`config.mk`:
```
export PLATFORM = sky130hd
export DESIGN_NAME = sbus_uart_rx
export DESIGN_NICKNAME = d
export VERILOG_FILES = /design/src/rtl/sbus_uart_rx.sv
export SDC_FILE = /design/constraint.sdc
export NUM_CORES = 1
export LEC_CHECK = 0
export CORE_UTILIZATION = 48
export DETAILED_ROUTE_END_ITERATION = 10
export HOLD_SLACK_MARGIN = 0.12
export PLACE_DENSITY = 0.75
export REMOVE_ABC_BUFFERS = 1
export SLEW_MARGIN = 20
export SYNTH_ARGS = -nofsm -noshare
export SYNTH_HDL_FRONTEND = slang
export SYNTH_SLANG_ARGS = --single-unit
```
`constraint.sdc`:
```
create_clock -name clk -period 2.3 [get_ports clk]
set_input_delay 0.46 -clock clk [delete_from_list [all_inputs] [get_ports clk]]
set_output_delay 0.46 -clock clk [all_outputs]
set_load 0.01 [all_outputs]
```
`src/rtl/sbus_uart_rx.sv`:
```
// 8E2 serial receiver for the SBUS line: synchronise, optionally invert, sample mid-bit.
// Latency: strobe one cycle after the STOP2 sample; no backpressure, one strobe per character.
module sbus_uart_rx #(
  parameter int CLK_HZ   = 50_000_000,
  parameter int BIT_RATE = 100_000,
  parameter bit INVERT   = 1'b1
) (
  input  logic       clk,
  input  logic       resetn,
  input  logic       uart_rxd,
  output logic       uart_rx_valid,
  output logic [7:0] uart_rx_data,
  output logic       uart_rx_fe,
  output logic       uart_rx_pe
);

  localparam int CPB  = CLK_HZ / BIT_RATE;
  localparam int HALF = CPB / 2;
  localparam int CW   = $clog2(CPB);
  localparam logic [CW-1:0] HALF_M1  = CW'(HALF - 1);
  localparam logic [CW-1:0] CPB_M1   = CW'(CPB - 1);
  localparam logic          PIN_IDLE = INVERT ? 1'b0 : 1'b1;

  typedef enum logic [2:0] {
    S_IDLE,
    S_START,
    S_DATA,
    S_PARITY,
    S_STOP1,
    S_STOP2
  } state_e;

  state_e        state_q, state_d;
  logic [CW-1:0] cnt_q, cnt_d;
  logic [2:0]    idx_q, idx_d;
  logic [7:0]    shift_q, shift_d;
  logic          pe_q, pe_d;
  logic          fe_q, fe_d;
  logic          sync1_q, sync2_q, rxd_q;
  logic          valid_q, valid_d;
  logic [7:0]    data_q, data_d;
  logic          ofe_q, ofe_d;
  logic          ope_q, ope_d;
  logic          rx;
  logic          at_half, at_full;

  assign rx      = INVERT ? ~sync2_q : sync2_q;
  assign at_half = (cnt_q == HALF_M1);
  assign at_full = (cnt_q == CPB_M1);

  always_ff @(posedge clk or negedge resetn) begin
    if (!resetn) begin
      sync1_q <= PIN_IDLE;
      sync2_q <= PIN_IDLE;
      rxd_q   <= 1'b1;
      state_q <= S_IDLE;
      cnt_q   <= '0;
      idx_q   <= 3'd0;
      shift_q <= 8'h00;
      pe_q    <= 1'b0;
      fe_q    <= 1'b0;
      valid_q <= 1'b0;
      data_q  <= 8'h00;
      ofe_q   <= 1'b0;
      ope_q   <= 1'b0;
    end else begin
      sync1_q <= uart_rxd;
      sync2_q <= sync1_q;
      rxd_q   <= rx;
      state_q <= state_d;
      cnt_q   <= cnt_d;
      idx_q   <= idx_d;
      shift_q <= shift_d;
      pe_q    <= pe_d;
      fe_q    <= fe_d;
      valid_q <= valid_d;
      data_q  <= data_d;
      ofe_q   <= ofe_d;
      ope_q   <= ope_d;
    end
  end

  always_comb begin
    state_d = state_q;
    cnt_d   = cnt_q + 1'b1;
    idx_d   = idx_q;
    shift_d = shift_q;
    pe_d    = pe_q;
    fe_d    = fe_q;
    valid_d = 1'b0;
    data_d  = data_q;
    ofe_d   = ofe_q;
    ope_d   = ope_q;
    case (state_q)
      S_IDLE: begin
        cnt_d = '0;
        // Only a 1->0 transition starts a character, so a held-low line is ignored.
        if (rxd_q && !rx) state_d = S_START;
      end
      S_START: begin
        if (at_half) begin
          cnt_d   = '0;
          idx_d   = 3'd0;
          state_d = rx ? S_IDLE : S_DATA;
        end
      end
      S_DATA: begin
        if (at_full) begin
          cnt_d   = '0;
          shift_d = {rx, shift_q[7:1]};
          idx_d   = idx_q + 3'd1;
          if (idx_q == 3'd7) state_d = S_PARITY;
        end
      end
      S_PARITY: begin
        if (at_full) begin
          cnt_d   = '0;
          pe_d    = (^shift_q) ^ rx;
          state_d = S_STOP1;
        end
      end
      S_STOP1: begin
        if (at_full) begin
          cnt_d   = '0;
          fe_d    = ~rx;
          state_d = S_STOP2;
        end
      end
      S_STOP2: begin
        if (at_full) begin
          // Return to idle at the sample so a zero-gap next start edge is caught.
          cnt_d   = '0;
          valid_d = 1'b1;
          data_d  = shift_q;
          ofe_d   = fe_q | ~rx;
          ope_d   = pe_q;
          state_d = S_IDLE;
        end
      end
      default: begin
        cnt_d   = '0;
        state_d = S_IDLE;
      end
    endcase
  end

  assign uart_rx_valid = valid_q;
  assign uart_rx_data  = data_q;
  assign uart_rx_fe    = ofe_q;
  assign uart_rx_pe    = ope_q;

endmodule

```
# Word-level counts from Yosys, hierarchy flattened
# Cells that the tools add are included.
# totals
rom_bits,0
latch_bits,0
out_inout_bits,11
wordCells,61
ff_bits,39
ramBits,0
mem_count,0
# classes
magnitude_cmp,0
reduce_logical,11
n_div,0
n_bitwise,3
n_addsub,2
eq_ne,15
mul,0
n_mux,17
shift,0
# ops
cell,n
3-bit two-way mux,9
9-bit two-way mux,2
3-bit one-hot mux with 6 select lines,1
9-bit one-hot mux with 2 select lines,1
"2-bit inequality test, second input constant",7
"9-bit by 1-bit adder with 9-bit output, second input constant",1
"3-bit == test, second input constant",3
"9-bit by 8-bit == test with 1-bit output, second input constant",1
"9-bit == test, second input constant",1
2-bit AND reduction,4
8-bit parity,1
7-bit AND reduction,1
"3-bit by 2-bit == test with 1-bit output, second input constant",2
3-bit one-hot mux with 2 select lines,1
4-bit OR reduction,1
"3-bit by 1-bit adder with 3-bit output, second input constant",1
"3-bit by 1-bit == test with 1-bit output, second input constant",1
3-bit zero test,1
3-bit AND reduction,1
1-bit two-way mux,2
2-bit two-way mux,1
2-bit nonzero test,1
1-bit logical AND,1
1-bit inverter,1
2 further kinds,2

# Logic depth before layout (Yosys ltp)
# Gate-level depths: netlist (run 1).
# depth
depth_word,4
mapped_depth,6

# Worst setup path before layout (run 1)
# OpenSTA, ideal clock, no wires.
# synth_path
path_kind,reg2reg
from,register cnt_q[0]
to,register shift_q[0]
required_ns,2.175
arrival_ns,1.667
n_path_buf,1
setup_time_ns,0.125
path_stages_with_launch,7
setup_slack_ns,0.509
cell_sequence,dfrtp_1 -> ha_1 -> and3b_4 -> and3_1 -> and3b_1 -> buf_6 -> mux2_2
# synth_between
elab_chain_len,2
# synth_lines
item,line_no,rtl
"start, declared",34,"logic [CW-1:0] cnt_q, cnt_d;"
"start signal, assigned",71,cnt_q <= cnt_d;
9-bit == test,49,assign at_full = (cnt_q == CPB_M1);
2-bit AND reduction (no line),--,
"end signal, assigned",73,shift_q <= shift_d;
"end, declared",36,"logic [7:0] shift_q, shift_d;"
# No other way between the ends.
# A chain may end at the register's enable or synchronous reset.

# Worst setup path in the final report (run 1)
# layout_path
from,register cnt_q[0]
to,register shift_q[2]
# Same word-level chain as after synthesis.

==> results of run 1 <==
-- metrics by stage --
stage	total power (uW)	util	hold WS [ns]	instance area [um2]
after global routing	1460	0.602	0.334	2090
after global placement	752	0.563	0.334	1950
after floorplan	733	-	0.164	1770
after CTS	1430	0.602	0.295	2090
after detailed placement	756	0.563	0.346	1950
final	1410	0.602	0.263	2090
-- cells by family after synthesis --
| family | count (synthesis) |
|---|---|
| simple gates | 41 |
| flops | 39 |
| mux | 20 |
| xor+xnor | 15 |
| buf+inv | 12 |
| compound gates | 14 |
| fa+ha+maj | 4 |
-- state kept, by name, summed over array words and instances (netlist names) --
signal and count:
uart_rx_valid 1, sync1_q 1, idx_q 3, uart_rx_pe 1, sync2_q 1, state_q 3
shift_q 8, fe_q 1, cnt_q 9, uart_rx_fe 1, rxd_q 1, pe_q 1
uart_rx_data 8
-- worst max path at each step --
stage                  start          to  slack, ns  cells after the start
floorplan           cnt_q[0]  shift_q[0]       0.42                      5
global placement    cnt_q[0]  shift_q[0]       0.30                      5
detailed placement  cnt_q[0]  shift_q[1]       0.21                      5
CTS                 cnt_q[0]  shift_q[2]       0.22                      5
global route        cnt_q[0]  shift_q[2]       0.11                      5
finish              cnt_q[0]  shift_q[2]       0.23                      5
-- report_power, final --
| part | internal [uW] | switching [uW] | total, uW |
|---|---|---|---|
| Clock | 433 | 234 | 667 |
| Sequential | 694 | 11.7 | 705 |
| Combinational | 11.0 | 24.8 | 35.8 |
-- placed cells by master (no fill, tap or decap), types with 5 or more instances in the layout --
master	count
mux2_4	7
dfrtp_1	38
clkbuf_8	5
nor2_1	16
o21ai_0	6
nand3_1	5
inv_1	6
clkdlybuf4s50_1	12
mux2_2	11
xnor2_1	12
-- critical path: stages (launching register included) --
cell and delay (ns):
dfrtp_1 0.41, ha_1 0.23, and3b_4 0.24, and3_1 0.22
and3b_1 0.47, mux2_2 0.39
-- area by class of cell --
class                   count  area share
repair buffers             13      0.0600
multi-input cells          94       0.370
inverters                   6      0.0108
flip-flops and latches     39       0.468
clock buffers               6      0.0348
well taps                  46      0.0276
clock inverters             2      0.0288
-- metal layers --
metal / wire [um] / up-vias / GRT usage / share of wire
met2: 1560 / 22 / 0.303 / 0.52
met4: 68 / 0 / 0.102 / 0.023
met3: 89 / 7 / 0.0380 / 0.030
met1: 1290 / 547 / 0.210 / 0.43
li1: - / 530 / - / -
met5: 0 / - / 0 / 0
==> flow_metrics.py, run 1 <==
metrics = {
    "run_status": {
        "status": "complete, no violations",
    },
    "layout": {
        "multi_input_comb_area_um2": 772,
        "diodes": 0,
        "nets": 166,
        "syn2layout_area_growth_pct": 15.0,
        "stdcell_count": 206,
        "layout-drive-gt1-share": 0.200,
        "fillers": 297,
        "seq_area_um2": 977,
    },
    "timing": {
        "slew_headroom": 0.435,
        "fmax_ghz": 0.482,
        "setup_ws_ns": 0.226,
        "setup_viol": 0,
        "finalMaxSlewViolations": 0,
        "finalClockSkew_ns": 0.00768,
        "hold_viol_final": 0,
        "post-route-period-util": 0.902,
        "layout_min_cycle_time_ns": 2.07,
        "finalSetupTns_ns": 0,
        "max_slew.worst_pin.slew_ns": 0.848,
        "rsz0062_at_grt": "no",
    },
    "logic_synthesis": {
        "synth_compound_area_frac": 0.0483,
        "synth_seq_cells": 39,
        "syn_area_um2": 1810,
        "synth_top_family_by_area": "multiplexers",
        "synth_warnings": 0,
        "synth_async_sr_flop_share": 1.00,
        "muxShareOfSynthArea": 0.137,
        "avgSynthCellArea_um2": 12.5,
        "syn_inst": 145,
        "synth_xor_area_frac": 0.0800,
        "netlist.area_leader.share": 0.524,
        "yosysTopAreaCell": "dfrtp_1",
        "ys_top_cells_by_count": "38 x dfrtp_1, 16 x nor2_1, 12 x xnor2_1",
        "yosysSeqAreaShare": 0.539,
        "synth-simple-area-share": 0.132,
        "synth.area.top_cells": "dfrtp_1 52%, mux2_2 6.8%, mux2_4 5.8%",
        "yosysMostFrequentCell": "dfrtp_1",
        "synth_edf_count": 0,
        "synth_adder_area_share": 0.0276,
        "synth_ff_type": "dfrtp_1",
        "synthDistinctLibCells": 36,
    },
    "cts": {
        "htree_num_levels": 2,
        "clkLatencyLatePin_ns": 0.29,
        "clkSlewWorstSetupHoldPaths_ns": 0.08,
        "cts_made_buffers": 5,
        "ctsRootBufferMaster": "clkbuf_8",
        "cts_tree": "yes",
        "postCtsSetupBuffers": 0,
        "clock_sinks": 39,
        "cts_buffer_depth": 2,
        "holdBufCountCts": 0,
        "cts_resized": 0,
    },
    "floorplanning": {
        "dieWidth_um": 63.5,
        "die_area_um2": 4030,
        "num_rows": 21,
        "start_util": 0.523,
        "die_h_um": 63.5,
        "boundaryPins": 14,
        "core-area_um2": 3470,
    },
    "global_routing": {
        "grt_max_degree": 40,
        "antenna_found_initial": 0,
        "grt_pass1_vias": 1179,
        "grt_use_total": 0.180,
        "grt_pass1_wl_um": 5390,
        "grt_overflow": 0,
    },
    "worst_setup_path": {
        "reg2reg_depth": 5,
        "r2r_slack_ns": 0.23,
        "crit_type": "reg -> reg",
        "reg2reg_from": "cnt_q[0]",
        "cp-start-kind": "register",
        "reg2reg_to": "shift_q[2]",
        "critPathMaxFanout": 11,
        "cp_data_arrival_time_ns": 2.26,
        "crit_path_end_kind": "register",
        "required_ns": 2.48,
    },
    "power": {
        "powerDensity_nw_per_um2": 675,
        "max-vdd-ir-drop_mv": 0.298,
        "p_leak_uw": 0.000966,
    },
    "detailed_routing": {
        "drt-initial-drc-count": 48,
        "drt_wl_total_um": 3000,
        "ant_nets": 0,
        "drc_errors": 0,
        "avgRoutedWirePerCell_um": 14.6,
        "num_vias": 1106,
        "dr.pass1.iters": 4,
        "vias_per_cell": 5.37,
    },
    "job": {
        "cap_violations": 0,
    },
    "placement": {
        "numPortBuffers": 13,
        "gp_congestion": 0.756,
        "dp_hpwl_um": 2110,
        "placedCellCount": 198,
        "pre_cts_ws_ns": 0.212,
    },
    "min_path": {
        "hold_class": "in -> async",
    },
}
(Power assumes the default switching activity.)
==> run 2: changes to the inputs <==
--- a/config.mk
+++ b/config.mk
@@ -10,6 +10,7 @@
 export HOLD_SLACK_MARGIN = 0.12
 export PLACE_DENSITY = 0.75
 export REMOVE_ABC_BUFFERS = 1
+export SETUP_SLACK_MARGIN = 0.15
 export SLEW_MARGIN = 20
 export SYNTH_ARGS = -nofsm -noshare
 export SYNTH_HDL_FRONTEND = slang
==> run 2 against run 1 <==
Die area stayed put. Sequential cell count stayed put. Sequential power hardly changed. Sequential share of layout area hardly changed. Hold slack worse by 0.00061 ns. Critical path type unchanged.
==> flow_metrics.py, run 2 (synthesis results as in run 1) <==
metrics = {
    "timing": {
        "rsz0062_at_grt": "no",
        "post-route-period-util": 0.842,
        "setup_viol": 0,
        "finalClockSkew_ns": 0.00759,
        "setup_ws_ns": 0.363,
        "fmax_ghz": 0.516,
        "finalSetupTns_ns": 0,
        "layout_min_cycle_time_ns": 1.94,
        "max_slew.worst_pin.slew_ns": 0.847,
        "hold_viol_final": 0,
        "slew_headroom": 0.436,
        "finalMaxSlewViolations": 0,
    },
    "cts": {
        "ctsRootBufferMaster": "clkbuf_8",
        "clock_sinks": 39,
        "clkLatencyLatePin_ns": 0.29,
        "cts_buffer_depth": 2,
        "clkSlewWorstSetupHoldPaths_ns": 0.08,
        "cts_made_buffers": 5,
        "cts_tree": "yes",
        "htree_num_levels": 2,
        "holdBufCountCts": 0,
    },
    "layout": {
        "max_flop_register": "cnt_q",
        "nets": 166,
        "syn2layout_area_growth_pct": 15.1,
        "multi_input_comb_area_um2": 773,
        "seq_area_um2": 977,
        "final_common_cell": "dfrtp_1",
        "largest_register_ffs": 9,
        "layout-drive-gt1-share": 0.206,
        "fillers": 296,
        "stdcell_count": 206,
        "diodes": 0,
        "final_cell_mix": "38 x dfrtp_1, 16 x nor2_1, 12 x xnor2_1, 12 x clkdlybuf4s50_1, 11 x mux2_2",
    },
    "min_path": {
        "hold_class": "in -> async",
    },
    "power": {
        "p_comb_frac": 0.025,
        "max-vdd-ir-drop_mv": 0.298,
        "seq_power_share": 0.501,
        "fin_total_pwr_uw": 1410,
        "p_sw_uw": 269,
        "powerDensity_nw_per_um2": 674,
        "clockPowerShare": 0.473,
        "swShare": 0.191,
        "internal_power_uw": 1140,
        "p_leak_uw": 0.000965,
    },
    "placement": {
        "dp_hpwl_um": 2110,
        "gp_congestion": 0.756,
        "placedCellCount": 198,
        "numPortBuffers": 13,
        "pre_cts_ws_ns": 0.212,
    },
    "worst_setup_path": {
        "crit_family": "simple AND/OR/NAND/NOR gates",
        "critical-path-slowest-cell": "dfrtp_1",
        "critPathMaxStageDelay_ns": 0.41,
        "cp_data_arrival_time_ns": 2.12,
        "critPathMaxFanout": 11,
        "path_buf_inv": 0,
        "crit_type": "reg -> reg",
        "crit_chain": "ha_1, and3b_4, and3_1, and3b_2, mux2_2",
        "required_ns": 2.48,
        "cp-start-kind": "register",
        "crit_path_end_kind": "register",
    },
    "detailed_routing": {
        "drt_wl_total_um": 3000,
        "num_vias": 1105,
        "ant_nets": 0,
        "avgRoutedWirePerCell_um": 14.6,
        "drt-initial-drc-count": 50,
        "drc_errors": 0,
        "vias_per_cell": 5.36,
        "dr.pass1.iters": 4,
    },
    "floorplanning": {
        "boundaryPins": 14,
        "core-area_um2": 3470,
        "die_h_um": 63.5,
        "num_rows": 21,
        "start_util": 0.523,
        "dieWidth_um": 63.5,
        "die_area_um2": 4030,
    },
    "global_routing": {
        "grt_pass1_wl_um": 5390,
        "grt_use_total": 0.180,
        "grt_pass1_vias": 1179,
        "antenna_found_initial": 0,
        "grt_max_degree": 40,
        "grt_overflow": 0,
    },
    "job": {
        "cap_violations": 0,
    },
    "run_status": {
        "status": "complete, no violations",
    },
}
==> run 2: changes by cell type in the layout (fill, tap and decap cells not counted) <==
cell     delta
and3b_1     -1
and3b_2     +1
==> run 2: cell type report <==
class / instances / area share
Clock inverter: 2 / 0.0288
Sequential cell: 39 / 0.468
Timing Repair Buffer: 13 / 0.0599
Tap cell: 46 / 0.0276
Clock buffer: 6 / 0.0348
Inverter: 6 / 0.0108
Multi-Input combinational cell: 94 / 0.370
==> run 2: power groups by stage <==
stage	Sequential, uW	Clock, uW	Combinational [uW]
2_1_floorplan	716	0	16.7
5_1_grt	706	714	43.5
3_3_place_gp	717	0	34.9
4_1_cts	705	683	37.3
3_5_place_dp	719	0	37.1
6_report	705	666	35.7
==> run 2: per-layer routing <==
layer / part of all wire / up-vias / track usage / wire length [um]
met5: 0 / - / 0 / 0
met4: 0.024 / 0 / 0.102 / 72
met3: 0.030 / 7 / 0.0380 / 89
met2: 0.51 / 22 / 0.303 / 1540
met1: 0.43 / 547 / 0.210 / 1300
li1: - / 529 / - / -
==> run 2: timing repair <==
item | in CTS | in global routing
buffers inserted | 0 | 0
setup endpoints to repair | 0 | 7
gates resized for setup | 0 | 1
==> run 2: per-stage QoR <==
step           hold WS (ns)  cell area, um2  utilization
3_5_place_dp          0.346            1950        0.563
4_1_cts               0.295            2090        0.602
5_1_grt               0.334            2090        0.602
3_3_place_gp          0.334            1950        0.563
2_1_floorplan         0.164            1770            -
6_report              0.263            2090        0.602
==> run 2: worst register-to-register path, stage by stage (launching register included) <==
cell	delay [ns]
dfrtp_1	0.41
ha_1	0.23
and3b_4	0.24
and3_1	0.22
and3b_2	0.35
mux2_2	0.37
==> run 2: final timing paths <==
check	from	endpoint	slack, ns	depth (start not counted)
worst max-delay path	cnt_q[0]	shift_q[2]	0.36	5
worst min-delay path	resetn	uart_rx_data[6]	0.26	1
worst max register to register	cnt_q[0]	shift_q[2]	0.36	5
worst min register to register	sync1_q	sync2_q	0.36	0
max in group asynchronous	resetn	sync1_q	1.49	1
min in group clk	sync1_q	sync2_q	0.36	0
==> run 3: changes to the inputs <==
--- a/config.mk
+++ b/config.mk
@@ -8,7 +8,7 @@
 export CORE_UTILIZATION = 48
 export DETAILED_ROUTE_END_ITERATION = 10
 export HOLD_SLACK_MARGIN = 0.12
-export PLACE_DENSITY = 0.75
+export PLACE_DENSITY = 0.77
 export REMOVE_ABC_BUFFERS = 1
 export SETUP_SLACK_MARGIN = 0.15
 export SLEW_MARGIN = 20
==> constraint.sdc (replaced) <==
create_clock -name clk -period 1.77 [get_ports clk]
set_input_delay 0.354 -clock clk [delete_from_list [all_inputs] [get_ports clk]]
set_output_delay 0.354 -clock clk [all_outputs]
set_load 0.01 [all_outputs]
==> run 3 against run 2 <==
Core utilization is 8.0 points higher. Sequential share of layout area fell by 5.5 points. Non-clock buffer count is 22 higher. First-iteration DRC count fell by 14%.
==> flow_metrics.py, run 3 (synthesis results as in run 1) <==
metrics = {
    "worst_setup_path": {
        "required_ns": 1.95,
        "reg2reg_to": "idx_q[0]",
        "reg2reg_depth": 6,
        "cp_data_arrival_time_ns": 1.95,
        "cp-start-kind": "register",
        "critPathLaunch": "cnt_q[1]",
        "critPathMaxFanout": 3,
        "r2r_slack_ns": 0.004,
        "crit_end": "idx_q[0]",
        "crit_path_end_kind": "register",
        "crit_type": "reg -> reg",
        "reg2reg_from": "cnt_q[1]",
    },
    "cts": {
        "clkLatencyLatePin_ns": 0.29,
        "holdBufCountCts": 0,
        "cts_made_buffers": 5,
        "cts_tree": "yes",
        "clkSlewWorstSetupHoldPaths_ns": 0.08,
        "cts_buffer_depth": 2,
        "ctsRootBufferMaster": "clkbuf_8",
        "htree_num_levels": 2,
        "clock_sinks": 39,
    },
    "global_routing": {
        "grt_overflow": 0,
        "grt_use_total": 0.196,
        "grt_max_degree": 40,
        "grt_pass1_vias": 1290,
        "antenna_found_initial": 0,
        "grt_pass1_wl_um": 5890,
    },
    "layout": {
        "max_flop_register": "cnt_q",
        "seq_area_um2": 977,
        "syn2layout_area_growth_pct": 30.5,
        "final_cell_mix": "38 x dfrtp_1, 16 x nor2_1, 16 x mux2_4, 16 x buf_4",
        "largest_register_ffs": 9,
        "nets": 191,
        "final_common_cell": "dfrtp_1",
        "diodes": 0,
        "layout-drive-gt1-share": 0.368,
        "final_area_um2": 2370,
        "multi_input_comb_area_um2": 880,
        "fillers": 263,
    },
    "run_status": {
        "status": "complete, no violations",
    },
    "placement": {
        "dp_hpwl_um": 2270,
        "gp_congestion": 0.849,
        "placed_area_um2": 2080,
        "numPortBuffers": 13,
    },
    "power": {
        "max-vdd-ir-drop_mv": 0.450,
        "seq_power_share": 0.526,
        "p_comb_frac": 0.038,
        "internal_power_uw": 1380,
        "p_sw_uw": 356,
        "p_leak_uw": 0.00111,
        "swShare": 0.204,
        "clockPowerShare": 0.435,
        "powerDensity_nw_per_um2": 735,
    },
    "timing": {
        "hold_slack_ns": 0.108,
        "finalClockSkew_ns": 0.00686,
        "finalMaxSlewViolations": 0,
        "post-route-period-util": 0.998,
        "slew_headroom": 0.685,
        "setup_viol": 0,
        "max_slew.worst_pin.slew_ns": 0.473,
        "fmax_ghz": 0.566,
        "finalSetupTns_ns": 0,
        "hold_viol_final": 0,
        "layout_min_cycle_time_ns": 1.77,
        "rsz0062_at_grt": "yes",
    },
    "floorplanning": {
        "start_util": 0.523,
        "boundaryPins": 14,
        "die_area_um2": 4030,
        "die_h_um": 63.5,
        "num_rows": 21,
        "dieWidth_um": 63.5,
        "core-area_um2": 3470,
    },
    "detailed_routing": {
        "ant_nets": 0,
        "drt-initial-drc-count": 43,
        "dr.pass1.iters": 4,
        "avgRoutedWirePerCell_um": 15.5,
        "drc_errors": 0,
        "vias_per_cell": 5.36,
        "drt_wl_total_um": 3590,
        "num_vias": 1239,
    },
    "min_path": {
        "hold_class": "in -> async",
    },
    "job": {
        "cap_violations": 0,
    },
}
-- run 3: critical path: stages, from the launching register on --
cell,delay (ns)
dfrtp_1,0.40
inv_1,0.06
ha_1,0.12
and4bb_2,0.27
a22oi_2,0.09
or4_4,0.44
mux2_4,0.27
-- run 3: metrics by stage --
| stage | setup slack [ns] | total power (uW) | util | std cells |
|---|---|---|---|---|
| final | 0.00415 | 1740 | 0.683 | 231 |
| after global routing | -0.0761 | 1810 | 0.683 | 231 |
| after CTS | 0.0190 | 1750 | 0.665 | 229 |
| after detailed placement | -0.0772 | 990 | 0.600 | 215 |
| after global placement | -0.0310 | 987 | 0.600 | 215 |
| after floorplan | -0.110 | 952 | - | 139 |
-- run 3: layer usage --
| layer | share of wire | routed length (um) | up-vias | track usage |
|---|---|---|---|---|
| met4 | 0.019 | 68 | 0 | 0.0938 |
| met3 | 0.028 | 102 | 8 | 0.0435 |
| li1 | - | - | 581 | - |
| met2 | 0.52 | 1880 | 27 | 0.340 |
| met5 | 0 | 0 | - | 0 |
| met1 | 0.43 | 1540 | 623 | 0.225 |
-- run 3: timing repair --
action,in CTS,in global routing
endpoints found under the hold margin,0,0
setup endpoints to repair,25,32
gates resized for setup,17,15
buffers inserted,4,2
pin swaps,2,9
cloned,2,1
-- run 3: area by class of cell --
cell class / count / area share
Sequential cell: 39 / 0.413
Multi-Input combinational cell: 97 / 0.372
Tap cell: 46 / 0.0243
Inverter: 6 / 0.00951
Clock inverter: 2 / 0.0148
Clock buffer: 6 / 0.0349
Timing Repair Buffer: 35 / 0.132
-- run 3: worst min path at each step --
stage / startpoint / slack (ns) / endpoint
3_3_place_gp: sync1_q / 0.33 / sync2_q
6_report: resetn / 0.11 / uart_rx_valid
3_5_place_dp: sync1_q / 0.35 / sync2_q
4_1_cts: resetn / 0.13 / cnt_q[2]
2_1_floorplan: resetn / 0.06 / cnt_q[0]
5_1_grt: resetn / 0.15 / uart_rx_data[5]
-- run 3: power by group through the flow --
| stage | Clock (uW) | Combinational, uW | Sequential, uW |
|---|---|---|---|
| floorplan | 0 | 21.6 | 931 |
| global placement | 0 | 56.2 | 931 |
| CTS | 766 | 63.9 | 916 |
| detailed placement | 0 | 58.3 | 932 |
| global route | 810 | 78.4 | 917 |
| finish | 758 | 67.0 | 916 |
==> RTL edit 1, RTL diff (settings of run 2) <==
Re-encode `state_e` (6 states) as one-hot, 6 bits wide.
--- a/src/rtl/sbus_uart_rx.sv
+++ b/src/rtl/sbus_uart_rx.sv
@@ -23,9 +23,9 @@
 
-  typedef enum logic [2:0] {
-    S_IDLE,
-    S_START,
-    S_DATA,
-    S_PARITY,
-    S_STOP1,
-    S_STOP2
+  typedef enum logic [5:0] {
+    S_IDLE   = 6'b000001,
+    S_START  = 6'b000010,
+    S_DATA   = 6'b000100,
+    S_PARITY = 6'b001000,
+    S_STOP1  = 6'b010000,
+    S_STOP2  = 6'b100000
   } state_e;
Behaviour: same outputs for any inputs over 10 cycles, from zero or initial values and one cycle with resetn low; not proved beyond that.
==> RTL edit 1 against run 2 <==
- sequential cell count increased by 3
- non-clock buffer count increased by 5
- design area increased by 4.3%
- routed wire length increased by 6.8%
- synthesized area increased by 3.9%
- synthesized cell count increased by 11%
- critical path type unchanged
- critical path depth increased by 1
- setup slack got worse by 0.11 ns
- global-route usage decreased by 0.57 points
Power is not compared: it rests on default switching activity, and its combinational part moved more than twofold at a synthesized area within 25%.
==> RTL edit 1: results (changes against run 2) <==
* Outcome: completed (unchanged)
* Share of layout cells above drive strength 1 at 0.198 (was 0.206)
* Cell Count, Final, Fillers Out at 230 (was 206)
* GRT Overall Usage at 0.174 (was 0.180)
* Crit path to: fe_q$_DFFE_PN0P_ (was shift_q[2]$_DFFE_PN0P_)
* HPWL Detailed at 2.32 mm (was 2.11 mm)
* Min cycle time layout at 2.04 ns (was 1.94 ns)
* WL met2 at 1.68 mm (was 1.54 mm)
* Post-synth top cells: dfrtp_1 (40), nor2_1 (19), mux2_2 (17), nand2_1 (12), xnor2_1 (10) (was dfrtp_1 (38), nor2_1 (16), xnor2_1 (12), mux2_2 (11), mux2_4 (7))
* Met2 capacity usage during global routing at 0.299 (was 0.303)
* Syn_area_per_cell at 11.7 sq um (was 12.5 sq um)
* Multiplexer share of the synthesized area at 0.118 (was 0.137)
* Synth unique cells at 35 (was 36)
* Metal3 WL at 140 um (was 89 um)
* Pin count of the biggest net entering global routing at 43 (was 40)
* Dpl ws at 0.265 ns (was 0.212 ns)
* Synth Area in XOR/XNOR at 0.0744 (was 0.0800)
* Sequential share of the synthesized area at 0.559 (was 0.539)
* Wire per inst at 13.9 um (was 14.6 um)
* Dpl cells at 220 (was 198)
* Reg2reg path depth at 6 (was 5)
* Top cells by area, synth: dfrtp_1 (53%), mux2_2 (10%), xnor2_1 (4.6%) (was dfrtp_1 (52%), mux2_2 (6.8%), mux2_4 (5.8%))
* Hold_ws at 0.287 ns (was 0.263 ns)
* Worst Path Arrival at 2.23 ns (was 2.12 ns)
* Initial DRC Count at 44 (was 50)
==> RTL edit 1: changes by cell type after synthesis, sizes merged, moves of 3 or more <==
cell   delta
xor2      +4
nand2     +9
nor2      +3
nor4      +3
==> RTL edit 1: area by class of cell <==
class / count / area share
sequential: 42 / 0.484
multi-input combinational: 108 / 0.360
timing repair buffer: 18 / 0.0747
clock buffer: 6 / 0.0379
tap: 48 / 0.0276
inverter: 6 / 0.0103
clock inverter: 2 / 0.00574
==> RTL edit 1: logic make-up (layout without fill, tap and decap cells) <==
group                    after synthesis  in the layout
AND/OR/NAND/NOR                       55             55
flip-flops                            42             42
multiplexers                          20             20
XOR/XNOR                              16             16
AO/OA/AOI/OAI                         13             13
buffers and inverters                 11             32
adder cells (fa/ha/maj)                4              4
==> RTL edit 1: worst max-delay path, stage by stage (launching register included) <==
cell and delay, ns:
dfrtp_1 0.40, ha_1 0.22, nand2_1 0.10, or4_4 0.46, a32oi_1 0.27, nand4_1 0.18, mux2_2 0.32
==> RTL edit 2, RTL diff (flow settings as in run 2) <==
Made on the original files. The parameter `BIT_RATE` goes from 100_000 to 25_000.
--- a/src/rtl/sbus_uart_rx.sv
+++ b/src/rtl/sbus_uart_rx.sv
@@ -4,3 +4,3 @@
   parameter int CLK_HZ   = 50_000_000,
-  parameter int BIT_RATE = 100_000,
+  parameter int BIT_RATE = 25_000,
   parameter bit INVERT   = 1'b1
Function: same outputs for any inputs over 10 cycles, from zero or initial values and one cycle with resetn low; that may be too few to reach the edited logic, so the function may still have changed.
==> RTL edit 2 against run 2 <==
- routed wire length increased by 4.1%
- hold slack improved by 0.024 ns
- design area increased by 0.42%
- first-iteration DRC count increased by 10%
- via count increased by 9.1%
- setup slack improved by 0.00073 ns
- sequential cell count increased by 2
- critical endpoint is now state_q[1]$_DFFE_PN0P_
- die area increased by 0.99%
- final cell count increased by 11%
- synthesized area increased by 1.0%
- maximum frequency about the same
- critical path depth decreased by 1
Power is not compared: it rests on default switching activity, and its combinational part moved more than twofold at a synthesized area within 25%.
==> RTL edit 2: results (changes against run 2) <==
* Dpl ws at 0.370 ns (was 0.212 ns)
* HPWL Detailed at 2.16 mm (was 2.11 mm)
* Synth unique cells at 31 (was 36)
* Outcome: completed (unchanged)
* Critical-path top delay cell: dfrtp_1 (unchanged)
* Net count, final at 185 (was 166)
* Highest routed layer: met4 (unchanged)
* Skew-Pair Late Insertion Delay at 0.29 ns (about the same)
* DRT Pass-1 Iters at 4 (unchanged)
* CP max stage delay at 0.47 ns (was 0.41 ns)
* Metal3 WL at 123 um (was 89 um)
* CTS root buffer: clkbuf_8 (unchanged)
* Routability Congestion at 0.801 (was 0.756)
* Dpl cells at 220 (was 198)
* R2R Path Start: cnt_q[5]$_DFF_PN0_ (was cnt_q[0]$_DFF_PN0_)
* CP delay by family, top: simple AND/OR/NAND/NOR gates (unchanged)
* Vias in the first global route at 1199 (was 1179)
* Initial DRC Count at 55 (was 50)
* Post-synth EDFFs at 0 (unchanged)
* Worst Path Arrival at 2.15 ns (was 2.12 ns)
* Top cells by area, synth: dfrtp_1 (55%), mux2_2 (9.8%), xnor2_1 (5.7%) (was dfrtp_1 (52%), mux2_2 (6.8%), mux2_4 (5.8%))
* HP Class: primary input to asynchronous set/reset pin (unchanged)
* Sequential share of the synthesized area at 0.560 (was 0.539)
* Largest Register: cnt_q (unchanged)
* H-tree levels at 2 (unchanged)
* WS Path Type: flip-flop to flip-flop (unchanged)
* Peak fanout along the critical path at 8 (was 11)
* Max IR drop VDD at 0.448 mV
* Pin count of the biggest net entering global routing at 42 (was 40)
* Post-synth top cells: dfrtp_1 (40), nor2_1 (17), mux2_2 (16), nand2_1 (16), xnor2_1 (12) (was dfrtp_1 (38), nor2_1 (16), xnor2_1 (12), mux2_2 (11), mux2_4 (7))
* Max reg flops at 11 (was 9)
* Syn_area_per_cell at 11.2 sq um (was 12.5 sq um)
* Fin. Hold Viols at 0 (unchanged)
* Cell Count, Final, Fillers Out at 228 (was 206)
* Rel. slew slack at 0.412 (was 0.436)
* Detailed Route WL at 3.13 mm (was 3.00 mm)
* GRT Overall Usage at 0.171 (was 0.180)
* Share of layout cells above drive strength 1 at 0.161 (was 0.206)
* WL met2 at 1.56 mm (was 1.54 mm)
* Setup Skew at 0.00875 ns (was 0.00759 ns)
* M1 WL at 1.42 mm (was 1.30 mm)
* Global-route wire length before repair at 5.33 mm (was 5.39 mm)
* Vias per cell at 5.29 (was 5.36)
-- RTL edit 2: final timing paths --
check,cells after the start,end,slack (ns)
worst min-delay path,1,uart_rx_valid$_DFF_PN0_,0.29
max in group asynchronous,1,cnt_q[2]$_DFF_PN0_,1.46
worst min register to register,0,sync2_q$_DFF_PN0_,0.37
worst max-delay path,4,state_q[1]$_DFFE_PN0P_,0.36
worst max register to register,4,state_q[1]$_DFFE_PN0P_,0.36
min in group clk,0,sync2_q$_DFF_PN0_,0.37
-- RTL edit 2: area by class of cell --
class | count | area (sq um)
multi-input cells | 110 | 751
well taps | 48 | 60.1
clock buffers | 6 | 82.6
clock inverters | 2 | 13.8
flip-flops and latches | 41 | 1030
fillers | 301 | 1560
inverters | 6 | 22.5
repair buffers | 15 | 140
-- RTL edit 2: per-stage QoR --
| step | area [sq um] | total power [uW] |
|---|---|---|
| after floorplan | 1800 | 994 |
| after global placement | 2000 | 1040 |
| after detailed placement | 2000 | 1050 |
| after CTS | 2100 | 1530 |
| after global routing | 2100 | 1600 |
| final | 2100 | 1520 |
-- RTL edit 2: logic make-up after synthesis --
logic type / share of synthesized area
XOR/XNOR: 0.0812
AND/OR/NAND/NOR: 0.145
flip-flops: 0.560
AO/OA/AOI/OAI: 0.0642
multiplexers: 0.0983
buffers and inverters: 0.0300
adder cells (fa/ha/maj): 0.0205
-- RTL edit 2: routing by layer --
layer  GRT usage  vias up
met1       0.221      586
li1            -      591
met3      0.0375        3
met4      0.0710        0
met5           0        -
met2       0.279       26
-- RTL edit 2: power breakdown --
group          switching, uW  internal [uW]
Clock                    237            243
Sequential              83.2            784
Combinational           91.8           81.0
-- RTL edit 2: worst reg2reg max path, cell delays in order (launching register included) --
cell     delay [ns]
dfrtp_1        0.47
or3b_1         0.43
or4_1          0.40
or4_1          0.41
a21oi_1        0.15
